### config.mk
export PLATFORM = sky130hd
export DESIGN_NAME = bti_arb2_flat
export DESIGN_NICKNAME = d
export VERILOG_FILES = /design/src/rtl/bti_arb2_if.sv /design/src/rtl/bti_arb2.sv /design/src/flat_wrapper.sv
export SDC_FILE = /design/constraint.sdc
export NUM_CORES = 1
export LEC_CHECK = 0
export BUFFER_PORTS_ARGS = -buffer_cell sky130_fd_sc_hd__buf_2
export CAP_MARGIN = 5
export CELL_PAD_IN_SITES_DETAIL_PLACEMENT = 1
export CELL_PAD_IN_SITES_GLOBAL_PLACEMENT = 2
export CORE_ASPECT_RATIO = 0.8
export CORE_MARGIN = 1.5
export CORE_UTILIZATION = 14
export DETAILED_ROUTE_END_ITERATION = 8
export GPL_TIMING_DRIVEN = 0
export PLACE_DENSITY_LB_ADDON = 0.1
export SLEW_MARGIN = 25
export SYNTH_ARGS = -nofsm -noshare
export SYNTH_HDL_FRONTEND = slang
export SYNTH_SLANG_ARGS = --single-unit
### constraint.sdc
create_clock -name clk -period 2.8 [get_ports clk]
set_input_delay 0 -clock clk [delete_from_list [all_inputs] [get_ports clk]]
set_output_delay 0 -clock clk [all_outputs]
set_load 0.05 [all_outputs]
### src/rtl/bti_arb2_if.sv
// ---------------------------------------------------------------------------
// BTI bus interfaces used by bti_arb2.
//
// bti_req_if_t : request channel
//   vld  - request valid (master -> slave)
//   rdy  - request ready (slave -> master)
//   pkt  - {addr, tid} (master -> slave)
// bti_rsp_if_t : response channel
//   vld  - response valid (master -> slave)
//   rdy  - response ready (slave -> master)
//   pkt  - {data, tid, ok} (master -> slave)
// ---------------------------------------------------------------------------
interface bti_req_if_t #(
    parameter int AW = 32,
    parameter int TW = 4
);
    typedef struct packed {
        logic [AW-1:0] addr;
        logic [TW-1:0] tid;
    } pkt_t;

    logic vld;
    logic rdy;
    pkt_t pkt;

    modport mst (output vld, output pkt, input rdy);
    modport slv (input vld, input pkt, output rdy);
endinterface

interface bti_rsp_if_t #(
    parameter int DW = 32,
    parameter int TW = 4
);
    typedef struct packed {
        logic [DW-1:0] data;
        logic [TW-1:0] tid;
        logic          ok;
    } pkt_t;

    logic vld;
    logic rdy;
    pkt_t pkt;

    modport mst (output vld, output pkt, input rdy);
    modport slv (input vld, input pkt, output rdy);
endinterface

### src/rtl/bti_arb2.sv
// ---------------------------------------------------------------------------
// bti_arb2 - two-to-one BTI arbiter.
//
// Two requesters share one downstream BTI slave. Requests are granted
// round-robin; the grant is locked while the downstream request is stalled so
// the presented packet stays stable. Each accepted request's source port is
// pushed into an in-order FIFO so each response goes back to its issuer.
// No register stage in the data path: zero added latency both ways.
//
// Ports:
//   clk          - clock
//   rst_n        - asynchronous active-low reset
//   bti_req_slv0 - requester 0 request   (bti_req_if_t.slv)
//   bti_rsp_mst0 - requester 0 response  (bti_rsp_if_t.mst)
//   bti_req_slv1 - requester 1 request   (bti_req_if_t.slv)
//   bti_rsp_mst1 - requester 1 response  (bti_rsp_if_t.mst)
//   bti_req_mst  - shared downstream request  (bti_req_if_t.mst)
//   bti_rsp_slv  - shared downstream response (bti_rsp_if_t.slv)
//
// Build option:
//   BTI_ARB_FIXED_PRIO_EN - when defined, port 0 always wins when both ports
//   are valid (lock still applies) and the round-robin register is removed.
// ---------------------------------------------------------------------------
module bti_arb2 #(
    parameter int BTI_AW = 32,
    parameter int BTI_DW = 32,
    parameter int BTI_TW = 4,
    parameter int OSD    = 2
) (
    input  logic        clk,
    input  logic        rst_n,
    bti_req_if_t.slv    bti_req_slv0,
    bti_rsp_if_t.mst    bti_rsp_mst0,
    bti_req_if_t.slv    bti_req_slv1,
    bti_rsp_if_t.mst    bti_rsp_mst1,
    bti_req_if_t.mst    bti_req_mst,
    bti_rsp_if_t.slv    bti_rsp_slv
);
    localparam int PW = (OSD > 1) ? $clog2(OSD) : 1;
    localparam int CW = $clog2(OSD + 1);

    typedef enum logic {
        UNLOCKED = 1'b0,
        LOCKED   = 1'b1
    } lock_e;

    lock_e          lock_q, lock_d;
    logic           lock_id_q, lock_id_d;
    logic [OSD-1:0] src_q;
    logic [PW-1:0]  wptr_q, rptr_q;
    logic [CW-1:0]  cnt_q, cnt_d;

    logic vld0, vld1, gnt, pref, full, empty, head;
    logic req_vld, req_hs, rsp_rdy, rsp_hs;

    logic [BTI_AW-1:0] addr_sel;
    logic [BTI_TW-1:0] tid_sel;
    logic [BTI_DW-1:0] rsp_data;
    logic [BTI_TW-1:0] rsp_tid;
    logic              rsp_ok;

    assign vld0  = bti_req_slv0.vld;
    assign vld1  = bti_req_slv1.vld;
    assign full  = (cnt_q == CW'(OSD));
    assign empty = (cnt_q == '0);
    assign head  = src_q[rptr_q];

`ifdef BTI_ARB_FIXED_PRIO_EN
    assign pref = 1'b0;
`else
    logic rr_q;
    assign pref = rr_q;

    // Prefer the other port after every accepted request.
    always_ff @(posedge clk or negedge rst_n) begin
        if (!rst_n) begin
            rr_q <= 1'b0;
        end else if (req_hs) begin
            rr_q <= ~gnt;
        end
    end
`endif

    // A stalled request keeps its grant; otherwise arbitrate.
    always_comb begin
        gnt = 1'b0;
        if (lock_q == LOCKED) begin
            gnt = lock_id_q;
        end else if (vld0 && vld1) begin
            gnt = pref;
        end else begin
            gnt = vld1;
        end
    end

    // Request path
    assign req_vld  = (vld0 | vld1) & ~full;
    assign req_hs   = req_vld & bti_req_mst.rdy;
    assign addr_sel = gnt ? bti_req_slv1.pkt.addr : bti_req_slv0.pkt.addr;
    assign tid_sel  = gnt ? bti_req_slv1.pkt.tid  : bti_req_slv0.pkt.tid;

    assign bti_req_mst.vld      = req_vld;
    assign bti_req_mst.pkt.addr = addr_sel;
    assign bti_req_mst.pkt.tid  = tid_sel;
    assign bti_req_slv0.rdy     = ~gnt & bti_req_mst.rdy & ~full;
    assign bti_req_slv1.rdy     =  gnt & bti_req_mst.rdy & ~full;

    // Lock FSM: next-state logic
    always_comb begin
        lock_d    = lock_q;
        lock_id_d = lock_id_q;
        case (lock_q)
            UNLOCKED: begin
                if (req_vld && !bti_req_mst.rdy) begin
                    lock_d    = LOCKED;
                    lock_id_d = gnt;
                end
            end
            LOCKED: begin
                if (req_hs) begin
                    lock_d = UNLOCKED;
                end
            end
            default: lock_d = UNLOCKED;
        endcase
    end

    always_ff @(posedge clk or negedge rst_n) begin
        if (!rst_n) begin
            lock_q    <= UNLOCKED;
            lock_id_q <= 1'b0;
        end else begin
            lock_q    <= lock_d;
            lock_id_q <= lock_id_d;
        end
    end

    // Response path: routed by the oldest outstanding source entry.
    assign rsp_rdy  = ~empty & (head ? bti_rsp_mst1.rdy : bti_rsp_mst0.rdy);
    assign rsp_hs   = bti_rsp_slv.vld & rsp_rdy;
    assign rsp_data = bti_rsp_slv.pkt.data;
    assign rsp_tid  = bti_rsp_slv.pkt.tid;
    assign rsp_ok   = bti_rsp_slv.pkt.ok;

    assign bti_rsp_slv.rdy       = rsp_rdy;
    assign bti_rsp_mst0.vld      = bti_rsp_slv.vld & ~empty & ~head;
    assign bti_rsp_mst1.vld      = bti_rsp_slv.vld & ~empty &  head;
    assign bti_rsp_mst0.pkt.data = rsp_data;
    assign bti_rsp_mst0.pkt.tid  = rsp_tid;
    assign bti_rsp_mst0.pkt.ok   = rsp_ok;
    assign bti_rsp_mst1.pkt.data = rsp_data;
    assign bti_rsp_mst1.pkt.tid  = rsp_tid;
    assign bti_rsp_mst1.pkt.ok   = rsp_ok;

    // Source FIFO occupancy; simultaneous push and pop cancel out.
    always_comb begin
        cnt_d = cnt_q;
        case ({req_hs, rsp_hs})
            2'b10:   cnt_d = cnt_q + 1'b1;
            2'b01:   cnt_d = cnt_q - 1'b1;
            default: cnt_d = cnt_q;
        endcase
    end

    always_ff @(posedge clk or negedge rst_n) begin
        if (!rst_n) begin
            cnt_q  <= '0;
            wptr_q <= '0;
            rptr_q <= '0;
        end else begin
            cnt_q <= cnt_d;
            if (req_hs) begin
                wptr_q <= wptr_q + 1'b1;
            end
            if (rsp_hs) begin
                rptr_q <= rptr_q + 1'b1;
            end
        end
    end

    // Entry storage needs no reset: entries are only read while cnt_q > 0.
    always_ff @(posedge clk) begin
        if (req_hs) begin
            src_q[wptr_q] <= gnt;
        end
    end

endmodule

### src/flat_wrapper.sv
// flat-port wrapper written by rule: the top's interface ports become plain ports
module bti_arb2_flat 
#(
    parameter int BTI_AW = 32,
    parameter int BTI_DW = 32,
    parameter int BTI_TW = 4,
    parameter int OSD    = 2
)
  (clk, rst_n, bti_req_slv0_vld, bti_req_slv0_pkt, bti_req_slv0_rdy, bti_rsp_mst0_vld, bti_rsp_mst0_pkt, bti_rsp_mst0_rdy, bti_req_slv1_vld, bti_req_slv1_pkt, bti_req_slv1_rdy, bti_rsp_mst1_vld, bti_rsp_mst1_pkt, bti_rsp_mst1_rdy, bti_req_mst_vld, bti_req_mst_pkt, bti_req_mst_rdy, bti_rsp_slv_vld, bti_rsp_slv_pkt, bti_rsp_slv_rdy);
  bti_req_if_t #(.AW(32), .TW(4)) bti_req_slv0_i ();
  bti_rsp_if_t #(.DW(32), .TW(4)) bti_rsp_mst0_i ();
  bti_req_if_t #(.AW(32), .TW(4)) bti_req_slv1_i ();
  bti_rsp_if_t #(.DW(32), .TW(4)) bti_rsp_mst1_i ();
  bti_req_if_t #(.AW(32), .TW(4)) bti_req_mst_i ();
  bti_rsp_if_t #(.DW(32), .TW(4)) bti_rsp_slv_i ();
  input  logic clk;
  input  logic rst_n;
  input wire logic [$bits(bti_req_slv0_i.vld)-1:0] bti_req_slv0_vld;
  input wire logic [$bits(bti_req_slv0_i.pkt)-1:0] bti_req_slv0_pkt;
  output wire logic [$bits(bti_req_slv0_i.rdy)-1:0] bti_req_slv0_rdy;
  output wire logic [$bits(bti_rsp_mst0_i.vld)-1:0] bti_rsp_mst0_vld;
  output wire logic [$bits(bti_rsp_mst0_i.pkt)-1:0] bti_rsp_mst0_pkt;
  input wire logic [$bits(bti_rsp_mst0_i.rdy)-1:0] bti_rsp_mst0_rdy;
  input wire logic [$bits(bti_req_slv1_i.vld)-1:0] bti_req_slv1_vld;
  input wire logic [$bits(bti_req_slv1_i.pkt)-1:0] bti_req_slv1_pkt;
  output wire logic [$bits(bti_req_slv1_i.rdy)-1:0] bti_req_slv1_rdy;
  output wire logic [$bits(bti_rsp_mst1_i.vld)-1:0] bti_rsp_mst1_vld;
  output wire logic [$bits(bti_rsp_mst1_i.pkt)-1:0] bti_rsp_mst1_pkt;
  input wire logic [$bits(bti_rsp_mst1_i.rdy)-1:0] bti_rsp_mst1_rdy;
  output wire logic [$bits(bti_req_mst_i.vld)-1:0] bti_req_mst_vld;
  output wire logic [$bits(bti_req_mst_i.pkt)-1:0] bti_req_mst_pkt;
  input wire logic [$bits(bti_req_mst_i.rdy)-1:0] bti_req_mst_rdy;
  input wire logic [$bits(bti_rsp_slv_i.vld)-1:0] bti_rsp_slv_vld;
  input wire logic [$bits(bti_rsp_slv_i.pkt)-1:0] bti_rsp_slv_pkt;
  output wire logic [$bits(bti_rsp_slv_i.rdy)-1:0] bti_rsp_slv_rdy;
  assign bti_req_slv0_i.vld = bti_req_slv0_vld;
  assign bti_req_slv0_i.pkt = bti_req_slv0_pkt;
  assign bti_req_slv0_rdy = bti_req_slv0_i.rdy;
  assign bti_rsp_mst0_vld = bti_rsp_mst0_i.vld;
  assign bti_rsp_mst0_pkt = bti_rsp_mst0_i.pkt;
  assign bti_rsp_mst0_i.rdy = bti_rsp_mst0_rdy;
  assign bti_req_slv1_i.vld = bti_req_slv1_vld;
  assign bti_req_slv1_i.pkt = bti_req_slv1_pkt;
  assign bti_req_slv1_rdy = bti_req_slv1_i.rdy;
  assign bti_rsp_mst1_vld = bti_rsp_mst1_i.vld;
  assign bti_rsp_mst1_pkt = bti_rsp_mst1_i.pkt;
  assign bti_rsp_mst1_i.rdy = bti_rsp_mst1_rdy;
  assign bti_req_mst_vld = bti_req_mst_i.vld;
  assign bti_req_mst_pkt = bti_req_mst_i.pkt;
  assign bti_req_mst_i.rdy = bti_req_mst_rdy;
  assign bti_rsp_slv_i.vld = bti_rsp_slv_vld;
  assign bti_rsp_slv_i.pkt = bti_rsp_slv_pkt;
  assign bti_rsp_slv_rdy = bti_rsp_slv_i.rdy;
  bti_arb2 #(.BTI_AW(BTI_AW), .BTI_DW(BTI_DW), .BTI_TW(BTI_TW), .OSD(OSD)) u_core (.clk(clk), .rst_n(rst_n), .bti_req_slv0(bti_req_slv0_i), .bti_rsp_mst0(bti_rsp_mst0_i), .bti_req_slv1(bti_req_slv1_i), .bti_rsp_mst1(bti_rsp_mst1_i), .bti_req_mst(bti_req_mst_i), .bti_rsp_slv(bti_rsp_slv_i));
endmodule
After elaboration in Yosys (flattened, before gate mapping). Index checks and enable logic that the tools add are counted.

Bits in registers: 9. Bits in latches: 0. Bits in writable memories: 0. Bits in read-only memories: 0. Input bits: 117. Output and inout bits: 116. Logic and storage cells: 55. Memories: 0.

Add/sub/neg operators: 4. $mul: 0. Div/mod/pow operators: 0. Order comparisons: 3. Eq/ne operators: 3. Shift-type cells: 0. Multiplexer cells: 14. Bitwise gates (word level): 17. Reduce and logical (&&, ||, !) cells: 7.

Operators by type and width (number): 32-bit two-way mux (1); 1-bit bitwise AND (11); 1-bit two-way mux (8); 1-bit NOT (5); 2-bit equality test (second input constant) (2); 1-bit by 2-bit < comparator with 1-bit output (second input constant) (2); 4-bit two-way mux (1); 2-bit case mux with 2 select lines (1); 1-bit logical AND (3); 1-bit adder (second input constant) (2); 2-bit by 1-bit adder with 2-bit output (second input constant) (1); 2-bit bitwise mux (1); 2-bit by 1-bit equality test with 1-bit output (second input constant) (1); 2-bit zero test (1); 1-bit case mux with 2 select lines (1); 2-bit AND reduction (1); 2-bit nonzero test (1); 2-bit by 1-bit subtractor with 2-bit output (second input constant) (1); 1-bit demux with 1-bit select (1); 1-bit greater-or-equal comparator (second input constant) (1); 1-bit zero test (1); 1-bit OR (1).

Depth between registers and ports, before layout.
Depth after elaboration: 7. Depth in mapped cells: 7. Mapped depth without buffers: 6.

Worst setup path after synthesis. No wires, ideal clock.

Path kind: register -> output. Start: register (tool-made name). End: output bti_req_slv1_rdy. Data arrival time: 1634 ps. Data required time: 2800 ps. Slack: 1166 ps. Cell stages (with the launch flop): 4. Buffers on the path: 1. Cells stage by stage: dfrtp_1 > o31ai_4 > buf_6 > nor2b_1.

RTL lines: end, declared (RTL line flat_wrapper.sv:26) `output wire logic [$bits(bti_req_slv1_i.rdy)-1:0] bti_req_slv1_rdy;`.

Worst setup path after layout.
Start: register u_core.rptr_q. End: register u_core.cnt_q[1].

Cells in the longest elaborated chain, start to end: 7. Elaborated cells on any way between the ends: 9. Those cells by class: 2 x eq/ne; 4 x mux; 2 x bitwise; 1 x reduce/logical.

RTL lines: start, declared (RTL line bti_arb2.sv:50) `logic [PW-1:0] wptr_q, rptr_q;`; start signal, assigned (RTL line bti_arb2.sv:176) `rptr_q <= rptr_q + 1'b1;`; 1-bit two-way mux (implied by the code) (*) (2 in a row) (RTL line bti_arb2.sv:66) `assign head = src_q[rptr_q];`; 1-bit two-way mux (*) (RTL line bti_arb2.sv:139) `assign rsp_rdy = ~empty & (head ? bti_rsp_mst1.rdy : bti_rsp_mst0.rdy);`; 1-bit bitwise AND (*) (RTL line bti_arb2.sv:139); 1-bit bitwise AND (*) (RTL line bti_arb2.sv:140) `assign rsp_hs = bti_rsp_slv.vld & rsp_rdy;`; net u_core.rsp_hs (RTL line bti_arb2.sv:54) `logic req_vld, req_hs, rsp_rdy, rsp_hs;`; 2-bit by 1-bit equality test with 1-bit output / 2-bit equality test (equally long branches) (RTL line bti_arb2.sv:158) `case ({req_hs, rsp_hs})`; 2-bit case mux with 2 select lines / 2-bit nonzero test (equally long branches); end signal, assigned (RTL line bti_arb2.sv:171) `cnt_q <= cnt_d;`; end, declared (RTL line bti_arb2.sv:51) `logic [CW-1:0] cnt_q, cnt_d;`.

Mark *: on every way through the listed nets, which the timed path passes. The rest lies on a longest branch. The select of a mux whose other input is x is not followed. A chain may end at the register's enable or synchronous reset.

==> results.py <==
metrics = {
    "route": {
        "vias": 1768,
        "routed_wl_mm": 5.81,
        "drc": 0,
        "viasPerCell": 3.51,
        "wl_per_cell_microns": 11.5,
        "ant_nets": 0,
        "drt_first_pass_iters": 2,
        "drt_iter0_markers": 30,
    },
    "clock_network": {
        "numCtsBuffers": 3,
        "cts_tree": "yes",
        "cts_num_sinks": 9,
        "clkLatencyLatePin_ps": 230,
        "cts-root-buf": "clkbuf_16",
        "htree_num_levels": 1,
        "path_clk_slew_ps": 40,
        "clk_path_buf_depth": 2,
    },
    "worst_setup_path": {
        "crit_buf_inv": 0,
        "critPathTopFamily": "multiplexers",
        "r2r_slack_ps": 960,
        "r2r_end": "u_core.cnt_q[1]",
        "crit_cells": 5,
        "critPathMaxStageDelay_ps": 440,
        "crit_path_start": "u_core.rptr_q",
        "crit_path_end": "u_core.cnt_q[1]",
        "arrival_ps": 2000,
        "cpMostUsedCell": "mux2i_1",
        "rr_startpoint": "u_core.rptr_q",
        "path_class": "flop to flop",
        "rr_worst_depth": 5,
        "cp-end-kind": "flop",
        "crit_fanout": 4,
        "startpoint_type": "flop",
        "required_ps": 2950,
        "crit_chain": "mux2i_1 > mux2i_1 > ha_1 > nor2_1 > xor2_1",
        "crit_path_top_delay_cell": "mux2i_1",
    },
    "yosys": {
        "synth.distinct_cells": 24,
        "yosys_most_used_dff": "dfrtp_1",
        "synth_common_cells": "buf_4, mux2_2, nor2_1, dfrtp_1",
        "synth-edff-count": 2,
        "synthTopCellsByArea": "buf_4, mux2_2, dfrtp_1",
        "ys_async_sr_fraction": 0.778,
        "syn_area_sq_mm": 0.00151,
        "ys_seq_elements": 9,
        "synth_top_area_share": 0.367,
        "yosys_warnings": 0,
        "synth_most_common_cell": "buf_4",
        "syn_inst": 164,
        "synth_nets": 282,
        "synth_top_cell_by_area": "buf_4",
        "syn_avg_cell_area_sq_um": 9.23,
        "synth_seq_area_share": 0.155,
    },
    "sta": {
        "max_freq_mhz": 543,
        "fin_crit_ps": 1840,
        "finClkSkew_ps": 1.43,
        "hold_violations": 0,
        "rsz0062_at_grt": "false",
        "setup_slack_ps": 957,
        "worst_pin_slew_ps": 450,
        "finalMaxSlewViolations": 0,
        "fin_tns_setup_ps": 0,
        "period_share": 0.658,
        "setup_viol": 0,
        "max_slew_margin": 0.692,
    },
    "global_routing": {
        "grt_pass1_wl_mm": 7.89,
        "grt_start_max_net_pins": 12,
        "grt_pass1_vias": 1635,
        "grt_usage": 0.0863,
        "antenna_found_initial": 0,
        "overflow": 0,
    },
    "floorplan": {
        "core_sq_mm": 0.0104,
        "rows": 33,
        "fp.dieW_microns": 119,
        "io_pins": 233,
        "start_util": 0.146,
        "die_h_microns": 96.0,
        "die_area_sq_mm": 0.0115,
    },
    "cells_and_area": {
        "drive_above_1_share": 0.860,
        "utilization": 0.265,
        "diodes": 0,
        "fillers": 1316,
        "multi_input_area_sq_um": 658,
        "ff_latch_area_sq_um": 235,
        "fin_cells": 504,
        "final_nets": 483,
        "area_growth_pct": 81.9,
    },
    "placed_design": {
        "finalWeightedCongestion": 0.653,
        "hpwl_mm": 5.32,
        "io_buffer_count": 195,
        "pre_cts_slack_ps": 933,
        "dp.cells": 499,
    },
    "hold_path": {
        "hp-class": "input port to flop",
    },
    "power": {
        "power.density_mw_per_mm2": 882,
        "power_mw": 2.43,
        "peakVddDrop_uv": 306,
        "p_leak_nw": 1.56,
    },
    "run": {
        "cap_violations": 0,
    },
    "outcome": {
        "status": "complete, no violations",
    },
}
logic make-up (layout without fill, tap and decap cells):
| group | after synthesis | in the layout | synth area share |
|---|---|---|---|
| buffers and inverters | 83 | 283 | 0.410 |
| flip-flops | 9 | 9 | 0.155 |
| adder cells (fa/ha/maj) | 1 | 1 | 0.00826 |
| multiplexers | 40 | 40 | 0.294 |
| AO/OA/AOI/OAI | 8 | 8 | 0.0463 |
| XOR/XNOR | 5 | 5 | 0.0289 |
| AND/OR/NAND/NOR | 18 | 18 | 0.0570 |
power by group:
| part | internal [mW] | switching (mW) | leakage, nW | total (mW) |
|---|---|---|---|---|
| clock network | 0.190 | 0.0586 | 0.0382 | 0.249 |
| registers | 0.200 | 0.0500 | 0.101 | 0.250 |
| logic | 0.626 | 1.30 | 1.42 | 1.93 |
| total | 1.02 | 1.41 | 1.56 | 2.43 |
stage by stage:
step / instance area (sq um) / hold WS [ps]
after global placement: 2670 / -146
after global routing: 2750 / 22.2
after detailed placement: 2670 / -151
after CTS: 2750 / 3.66
final: 2750 / 4.33
after floorplan: 1510 / -296
metal layers:
metal	up-vias	GRT usage	share of wire
li1	874	-	-
met1	777	0.0963	0.35
met2	113	0.165	0.55
met3	4	0.0160	0.098
met4	0	0.0331	0.0084
met5	-	0	0
cell usage in the layout, fill, tap and decap left out, types with 2 or more instances in the layout:
cell / n
xor2_1: 2
nand2_1: 2
xnor2_1: 3
mux2i_1: 4
edfxtp_1: 2
clkbuf_16: 3
buf_2: 196
dfrtp_1: 7
o21ai_0: 2
mux2_2: 33
o31ai_1: 2
nor2_1: 10
nor2b_1: 2
o211ai_1: 2
inv_1: 4
mux2_1: 3
buf_6: 4
buf_4: 74
timing repair:
action,in CTS,in global routing
endpoints found under the hold margin,7,0
hold buffers,1,0
buffers inserted,0,0
gates resized for setup,0,0
final cells by class:
cell class | instances | area share
plain buffers | 79 | 0.220
clock buffers | 4 | 0.0286
inverters | 4 | 0.00545
multi-input cells | 72 | 0.239
flip-flops and latches | 9 | 0.0854
well taps | 140 | 0.0636
repair buffers | 196 | 0.358
how the worst min path moves through the flow:
stage / slack (ps) / endpoint / cells past startpoint / startpoint
final: 4 / flop / 2 / bti_req_mst_rdy
after global routing: 20 / flop / 2 / bti_req_mst_rdy
after CTS: 4 / flop / 2 / bti_req_mst_rdy
after detailed placement: -150 / u_core.cnt_q[0] / 1 / rst_n
after global placement: -150 / u_core.cnt_q[0] / 1 / rst_n
after floorplan: -300 / asynchronous set/reset pin / 0 / rst_n
No activity file was read; power rests on OpenSTA's default activity.
